## src/rtl/lsu_mem.sv

```systemverilog
// ============================================================================
// lsu_mem : load/store unit memory stage -- one op in flight on the dmem port,
//           load alignment/extension, EBR clean/kill. Optional: LSU_MEM_BYPASS_EN
// Revision: 1.0
// ============================================================================
`default_nettype none

package backend_types;
    localparam int BR_TAGS  = 4;
    localparam int BR_TAG_W = 2;

    typedef struct packed {
        logic [BR_TAGS-1:0] branch_mask;
        logic [4:0]         rd;
        logic [5:0]         rob_idx;
    } meta_t;

    typedef struct packed {
        meta_t       meta;
        logic [31:0] pc;
    } issue_stage_t;

    typedef struct packed {
        logic [31:0] mem_addr;
        logic [31:0] mem_wdata;
        logic [3:0]  mem_mask;
    } agu_result_t;
endpackage

interface brb_itf;
    import backend_types::*;
    logic                broadcast;
    logic [BR_TAG_W-1:0] tag;
    logic                clean;
    logic                kill;
    modport req (input broadcast, tag, clean, kill);
    modport drv (output broadcast, tag, clean, kill);
endinterface

module lsu_mem
    import backend_types::*;
(
    input  logic         clk,
    input  logic         rst_n,
    brb_itf.req          brif,
    input  issue_stage_t istage,
    input  agu_result_t  iresult,
    input  logic [2:0]   mem_op,
    input  logic         is_store,
    input  logic         ivalid,
    output logic         iready,
    output logic [31:0]  dmem_addr,
    output logic [3:0]   dmem_rmask,
    output logic [3:0]   dmem_wmask,
    output logic [31:0]  dmem_wdata,
    input  logic [31:0]  dmem_rdata,
    input  logic         dmem_resp,
    output issue_stage_t ostage,
    output logic [31:0]  ordata,
    output logic         ovalid,
    input  logic         oready
);

    typedef enum logic [1:0] {
        S_IDLE  = 2'd0,
        S_REQ   = 2'd1,
        S_DONE  = 2'd2,
        S_DRAIN = 2'd3
    } state_t;

    state_t       state_q, state_d;
    issue_stage_t stage_q, stage_d;
    logic [31:0]  addr_q, addr_d;
    logic [31:0]  wdata_q, wdata_d;
    logic [31:0]  ordata_q, ordata_d;
    logic [3:0]   mask_q, mask_d;
    logic [2:0]   op_q, op_d;
    logic         store_q, store_d;

    logic         in_hit, held_hit, held_kill, held_clean, accept, req_active;
    issue_stage_t in_stage;
    logic [31:0]  shifted, load_data;

    // Branch-bus decode for both the incoming op and the held op
    always_comb begin
        in_hit     = brif.broadcast & istage.meta.branch_mask[brif.tag];
        held_hit   = brif.broadcast & stage_q.meta.branch_mask[brif.tag];
        held_kill  = held_hit & brif.kill;
        held_clean = held_hit & brif.clean;
        in_stage   = istage;
        if (in_hit && brif.clean) begin
            in_stage.meta.branch_mask[brif.tag] = 1'b0;
        end
    end

`ifdef LSU_MEM_BYPASS_EN
    assign iready = (state_q == S_IDLE) | ((state_q == S_DONE) & oready & ~held_kill);
`else
    assign iready = (state_q == S_IDLE);
`endif
    assign accept = ivalid & iready & ~(in_hit & brif.kill);

    always_comb begin
        shifted   = dmem_rdata >> {addr_q[1:0], 3'b000};
        load_data = shifted;
        case (op_q)
            3'b000:  load_data = {{24{shifted[7]}}, shifted[7:0]};
            3'b001:  load_data = {{16{shifted[15]}}, shifted[15:0]};
            3'b100:  load_data = {24'h0, shifted[7:0]};
            3'b101:  load_data = {16'h0, shifted[15:0]};
            default: load_data = shifted;
        endcase
    end

    always_comb begin
        state_d  = state_q;
        stage_d  = stage_q;
        addr_d   = addr_q;
        wdata_d  = wdata_q;
        mask_d   = mask_q;
        op_d     = op_q;
        store_d  = store_q;
        ordata_d = ordata_q;

        if (state_q != S_IDLE && held_clean) begin
            stage_d.meta.branch_mask[brif.tag] = 1'b0;
        end

        case (state_q)
            S_IDLE: begin
                if (accept) state_d = S_REQ;
            end
            S_REQ: begin
                // A kill coinciding with resp consumes the resp: nothing left to drain
                if (held_kill) begin
                    state_d = dmem_resp ? S_IDLE : S_DRAIN;
                end else if (dmem_resp) begin
                    state_d  = S_DONE;
                    ordata_d = store_q ? 32'h0 : load_data;
                end
            end
            S_DRAIN: begin
                if (dmem_resp) state_d = S_IDLE;
            end
            S_DONE: begin
                if (held_kill) begin
                    state_d = S_IDLE;
                end else if (oready) begin
                    state_d = accept ? S_REQ : S_IDLE;
                end
            end
            default: state_d = S_IDLE;
        endcase

        if (accept) begin
            stage_d = in_stage;
            addr_d  = iresult.mem_addr;
            wdata_d = iresult.mem_wdata;
            mask_d  = iresult.mem_mask;
            op_d    = mem_op;
            store_d = is_store;
        end
    end

    always_ff @(posedge clk or negedge rst_n) begin
        if (!rst_n) begin
            state_q  <= S_IDLE;
            stage_q  <= '0;
            addr_q   <= 32'h0;
            wdata_q  <= 32'h0;
            mask_q   <= 4'h0;
            op_q     <= 3'b000;
            store_q  <= 1'b0;
            ordata_q <= 32'h0;
        end else begin
            state_q  <= state_d;
            stage_q  <= stage_d;
            addr_q   <= addr_d;
            wdata_q  <= wdata_d;
            mask_q   <= mask_d;
            op_q     <= op_d;
            store_q  <= store_d;
            ordata_q <= ordata_d;
        end
    end

    assign req_active = (state_q == S_REQ) || (state_q == S_DRAIN);
    assign dmem_addr  = {addr_q[31:2], 2'b00};
    assign dmem_rmask = (req_active && !store_q) ? mask_q : 4'h0;
    assign dmem_wmask = (req_active &&  store_q) ? mask_q : 4'h0;
    assign dmem_wdata = wdata_q;
    assign ostage     = stage_q;
    assign ordata     = ordata_q;
    assign ovalid     = (state_q == S_DONE) & ~held_kill;

endmodule

`default_nettype wire

```

## src/flat_wrapper.sv

```systemverilog
// flat-port wrapper written by rule: the top's interface ports become plain ports
module lsu_mem_flat import backend_types::*;
  (clk, rst_n, istage, iresult, mem_op, is_store, ivalid, iready, dmem_addr, dmem_rmask, dmem_wmask, dmem_wdata, dmem_rdata, dmem_resp, ostage, ordata, ovalid, oready, brif_broadcast, brif_tag, brif_clean, brif_kill);
  brb_itf brif_i ();
  input  logic clk;
  input  logic rst_n;
  input  issue_stage_t istage;
  input  agu_result_t iresult;
  input  logic [2:0] mem_op;
  input  logic is_store;
  input  logic ivalid;
  output logic iready;
  output logic [31:0] dmem_addr;
  output logic [3:0] dmem_rmask;
  output logic [3:0] dmem_wmask;
  output logic [31:0] dmem_wdata;
  input  logic [31:0] dmem_rdata;
  input  logic dmem_resp;
  output issue_stage_t ostage;
  output logic [31:0] ordata;
  output logic ovalid;
  input  logic oready;
  input wire logic [$bits(brif_i.broadcast)-1:0] brif_broadcast;
  input wire logic [$bits(brif_i.tag)-1:0] brif_tag;
  input wire logic [$bits(brif_i.clean)-1:0] brif_clean;
  input wire logic [$bits(brif_i.kill)-1:0] brif_kill;
  assign brif_i.broadcast = brif_broadcast;
  assign brif_i.tag = brif_tag;
  assign brif_i.clean = brif_clean;
  assign brif_i.kill = brif_kill;
  lsu_mem u_core (.clk(clk), .rst_n(rst_n), .brif(brif_i), .istage(istage), .iresult(iresult), .mem_op(mem_op), .is_store(is_store), .ivalid(ivalid), .iready(iready), .dmem_addr(dmem_addr), .dmem_rmask(dmem_rmask), .dmem_wmask(dmem_wmask), .dmem_wdata(dmem_wdata), .dmem_rdata(dmem_rdata), .dmem_resp(dmem_resp), .ostage(ostage), .ordata(ordata), .ovalid(ovalid), .oready(oready));
endmodule
```

## config.mk

```make
export PLATFORM = sky130hd
export DESIGN_NAME = lsu_mem_flat
export DESIGN_NICKNAME = d
export VERILOG_FILES = /design/src/rtl/lsu_mem.sv /design/src/flat_wrapper.sv
export SDC_FILE = /design/constraint.sdc
export NUM_CORES = 1
export LEC_CHECK = 0
export CORE_ASPECT_RATIO = 1.25
export CORE_MARGIN = 3
export CORE_UTILIZATION = 39
export CTS_BUF_LIST = sky130_fd_sc_hd__clkbuf_2 sky130_fd_sc_hd__clkbuf_4 sky130_fd_sc_hd__clkbuf_8
export CTS_CLUSTER_SIZE = 16
export DETAILED_ROUTE_END_ITERATION = 7
export PLACE_DENSITY = 0.79
export SLEW_MARGIN = 5
export SYNTH_ARGS = -nofsm -noshare
export SYNTH_HDL_FRONTEND = slang
export SYNTH_SLANG_ARGS = --single-unit
```

## constraint.sdc

```tcl
create_clock -name clk -period 1.77 [get_ports clk]
set_input_delay 0.354 -clock clk [delete_from_list [all_inputs] [get_ports clk]]
set_output_delay 0.354 -clock clk [all_outputs]
set_load 0.01 [all_outputs]
```

==> flow_summary.json <==
{
  "cp_max_fo": 9,
  "crit_slowest_cell": "or3b_4",
  "synth_simple_gate_area_share_pct": 4.41,
  "nNetsFinal": 1008,
  "setup.worst_path.class": "flop to flop",
  "dpl.cell_count": 1021,
  "cp_num_buf_inv": 3,
  "synth_compound_area_share_pct": 9.32,
  "failed_checks": "negative setup slack",
  "power.leakage_uw": 0.00591,
  "vias": 5673,
  "cts_made_buffers": 17,
  "area.sequential_um2": 3830,
  "nFillCells": 1206,
  "gp_congestion": 0.946,
  "dieHeight_um": 154,
  "fin_crit_sh_pct": 108,
  "finalWorstSetupSlack_ns": -0.136,
  "overflow": 0,
  "drive_gt1_share_pct": 30.3,
  "finalWirelength_um": 23300,
  "die_w_um": 124,
  "path_clk_slew_ns": 0.09,
  "fp-row-count": 53,
  "slowest_delay_ns": 0.42,
  "status": "finished with violations",
  "synth_top_family_by_area": "multiplexers",
  "final_cell_count_no_fill": 1079,
  "synth-edff-count": 0,
  "synthDistinctLibCells": 42,
  "routed_via_density": 5.26,
  "synth_warnings": 0,
  "synth_mux_area_share_pct": 23.7,
  "synth_xor_area_share_pct": 0,
  "worst_ep_required_time_ns": 2.10,
  "grt_start_max_net_pins": 63,
  "ant_nets": 0,
  "dp_slack_ns": -0.752,
  "cp_top_family": "buffers and inverters",
  "seq_area_frac_synth_pct": 56.0,
  "worstPathCellList": "or3b_4 -> a31oi_4 -> buf_6 -> buf_12 -> clkbuf_16 -> mux2_2",
  "start_util_pct": 40.3,
  "cp-end-kind": "flop",
  "ys_async_sr_fraction_pct": 100,
  "cts_tree": "built",
  "die-area_um2": 19200,
  "holdWs_ns": 0.323,
  "fin_util_pct": 69.7,
  "final_common_cell": "clkdlybuf4s50_1",
  "drtIter0Drc": 337,
  "hp-class": "input port to async pin",
  "insertedDiodeCount": 0,
  "cts_num_sinks": 153,
  "synth.avg_cell_area_um2": 13.5,
  "max_cap_violations": 0,
  "synth_ff_type": "dfrtp_1",
  "track_usage_pct": 22.3,
  "clk_latency_ns": 0.45,
  "syn_area_um2": 6840,
  "grt_pass1_vias": 5977,
  "clockBufferDepth": 2,
  "drtPass1Iterations": 5,
  "hold_violations": 0,
  "grt_pass1_wl_um": 33800,
  "wl_per_cell_um": 21.6,
  "antenna_found_initial": 0,
  "crit_path_start_kind": "flop",
  "arrival_ns": 2.24,
  "synth-adder-area-share_pct": 0,
  "power_density_nw_per_um2": 1730,
  "final-setup-viol-count": 108,
  "max-vdd-ir-drop_mv": 1.10,
  "synth_cells": 506,
  "period_minus_slack_ns": 1.91,
  "max_freq_mhz": 525,
  "multi_input_area_um2": 3040,
  "drc": 0,
  "rsz0062_at_grt": "true",
  "maxSlewViolCount": 0,
  "place.port_buffers": 311,
  "area_growth_pct": 73.1,
  "dpl.hpwl_um": 15800,
  "layout_common_cells": "192 x clkdlybuf4s50_1, 151 x dfrtp_1, 82 x mux2_4, 78 x dlymetal6s2s_1, 40 x buf_4",
  "core_um2": 17000,
  "htreeDepth": 4,
  "ios": 314,
  "skew_ns": 0.0144,
  "ys_ff_latch": 153,
  "root_buffer": "clkbuf_8"
}
-- layer usage --
| layer | wire (um) | share of wire [%] | track usage (%) | vias to the layer above |
|---|---|---|---|---|
| met5 | 0 | 0 | 0 | - |
| met4 | 556 | 2.4 | 7.62 | 0 |
| met3 | 1870 | 8.0 | 7.92 | 42 |
| met2 | 12700 | 55 | 40.4 | 296 |
| li1 | - | - | - | 2500 |
| met1 | 8160 | 35 | 24.2 | 2835 |
-- synth_stat cells, types with 5 or more instances --
master	n	area (um^2)
a2bb2oi_1	6	52.6
buf_6	5	56.3
mux2i_1	19	190
o21ai_0	23	115
nor2b_1	10	62.6
mux2_2	84	946
a32o_1	17	170
buf_2	13	65.1
nand3_1	5	25.0
dfrtp_1	153	3830
buf_4	35	263
a22o_1	8	70.1
clkbuf_1	12	45.0
mux2_1	39	439
a211oi_1	14	105
nand2_1	22	82.6
-- worst paths after layout --
check                           slack, ns              start  cells past startpoint           endpoint
worst min-delay path                 0.32              rst_n                      2  u_core.addr_q[13]
worst min register to register       0.49  u_core.ostage[23]                      1  u_core.ostage[23]
max in group asynchronous            0.83              rst_n                      3  u_core.ostage[14]
min in group clk                     0.33         istage[46]                      3  u_core.ostage[46]
worst max-delay path                -0.14  u_core.state_q[1]                      6  u_core.ostage[41]
worst max register to register      -0.14  u_core.state_q[1]                      6  u_core.ostage[41]
-- where the power goes --
part           total (uW)  internal, uW  leakage, uW  switching [uW]
clock                2990          1630     0.000217            1360
combinational       11100          6640      0.00385            4490
sequential           6380          5240      0.00185            1140
-- through the flow --
step | area, um^2 | total power, uW | TNS (ns)
after floorplan | 6890 | 11000 | -16.60
after global placement | 10300 | 15600 | -98.72
after detailed placement | 10300 | 16000 | -104.47
after CTS | 11200 | 19700 | -8.05
after global routing | 11800 | 21500 | -15.55
final | 11800 | 20500 | -10.0
-- worst register-to-register path: stages (launching register included) --
cell	delay [ns]
dfrtp_1	0.40
or3b_4	0.42
a31oi_4	0.18
buf_6	0.16
buf_12	0.14
clkbuf_16	0.17
mux2_2	0.33
-- registers in the layout, indices dropped and copies added, names as in the netlist --
name and cells:
u_core.ostage 47, u_core.addr_q 32, u_core.dmem_wdata 32, u_core.ordata 32, u_core.mask_q 4, u_core.op_q 3, u_core.state_q 2, u_core.store_q 1
-- logic make-up after synthesis --
family | Yosys count
DFF | 153
muxes | 144
AOI/OAI and AO/OA | 82
buffers and inverters | 69
and+or+nand+nor | 57
other | 1
-- repair_timing --
action,in CTS,in global routing
pin swaps,4,9
hold buffers,1,0
resized for setup,146,161
endpoints found under the setup margin,183,232
cloned,3,8
buffers inserted,10,9
endpoints found under the hold margin,21,0
-- layout make-up --
| class | instances | share of cell area [%] |
|---|---|---|
| tap | 220 | 2.33 |
| inverter | 2 | 0.0634 |
| sequential | 153 | 32.4 |
| multi-input combinational | 286 | 25.7 |
| clock inverter | 12 | 1.60 |
| clock buffer | 19 | 2.21 |
| timing repair buffer | 387 | 35.8 |
Power figures use the tool's default switching activity.
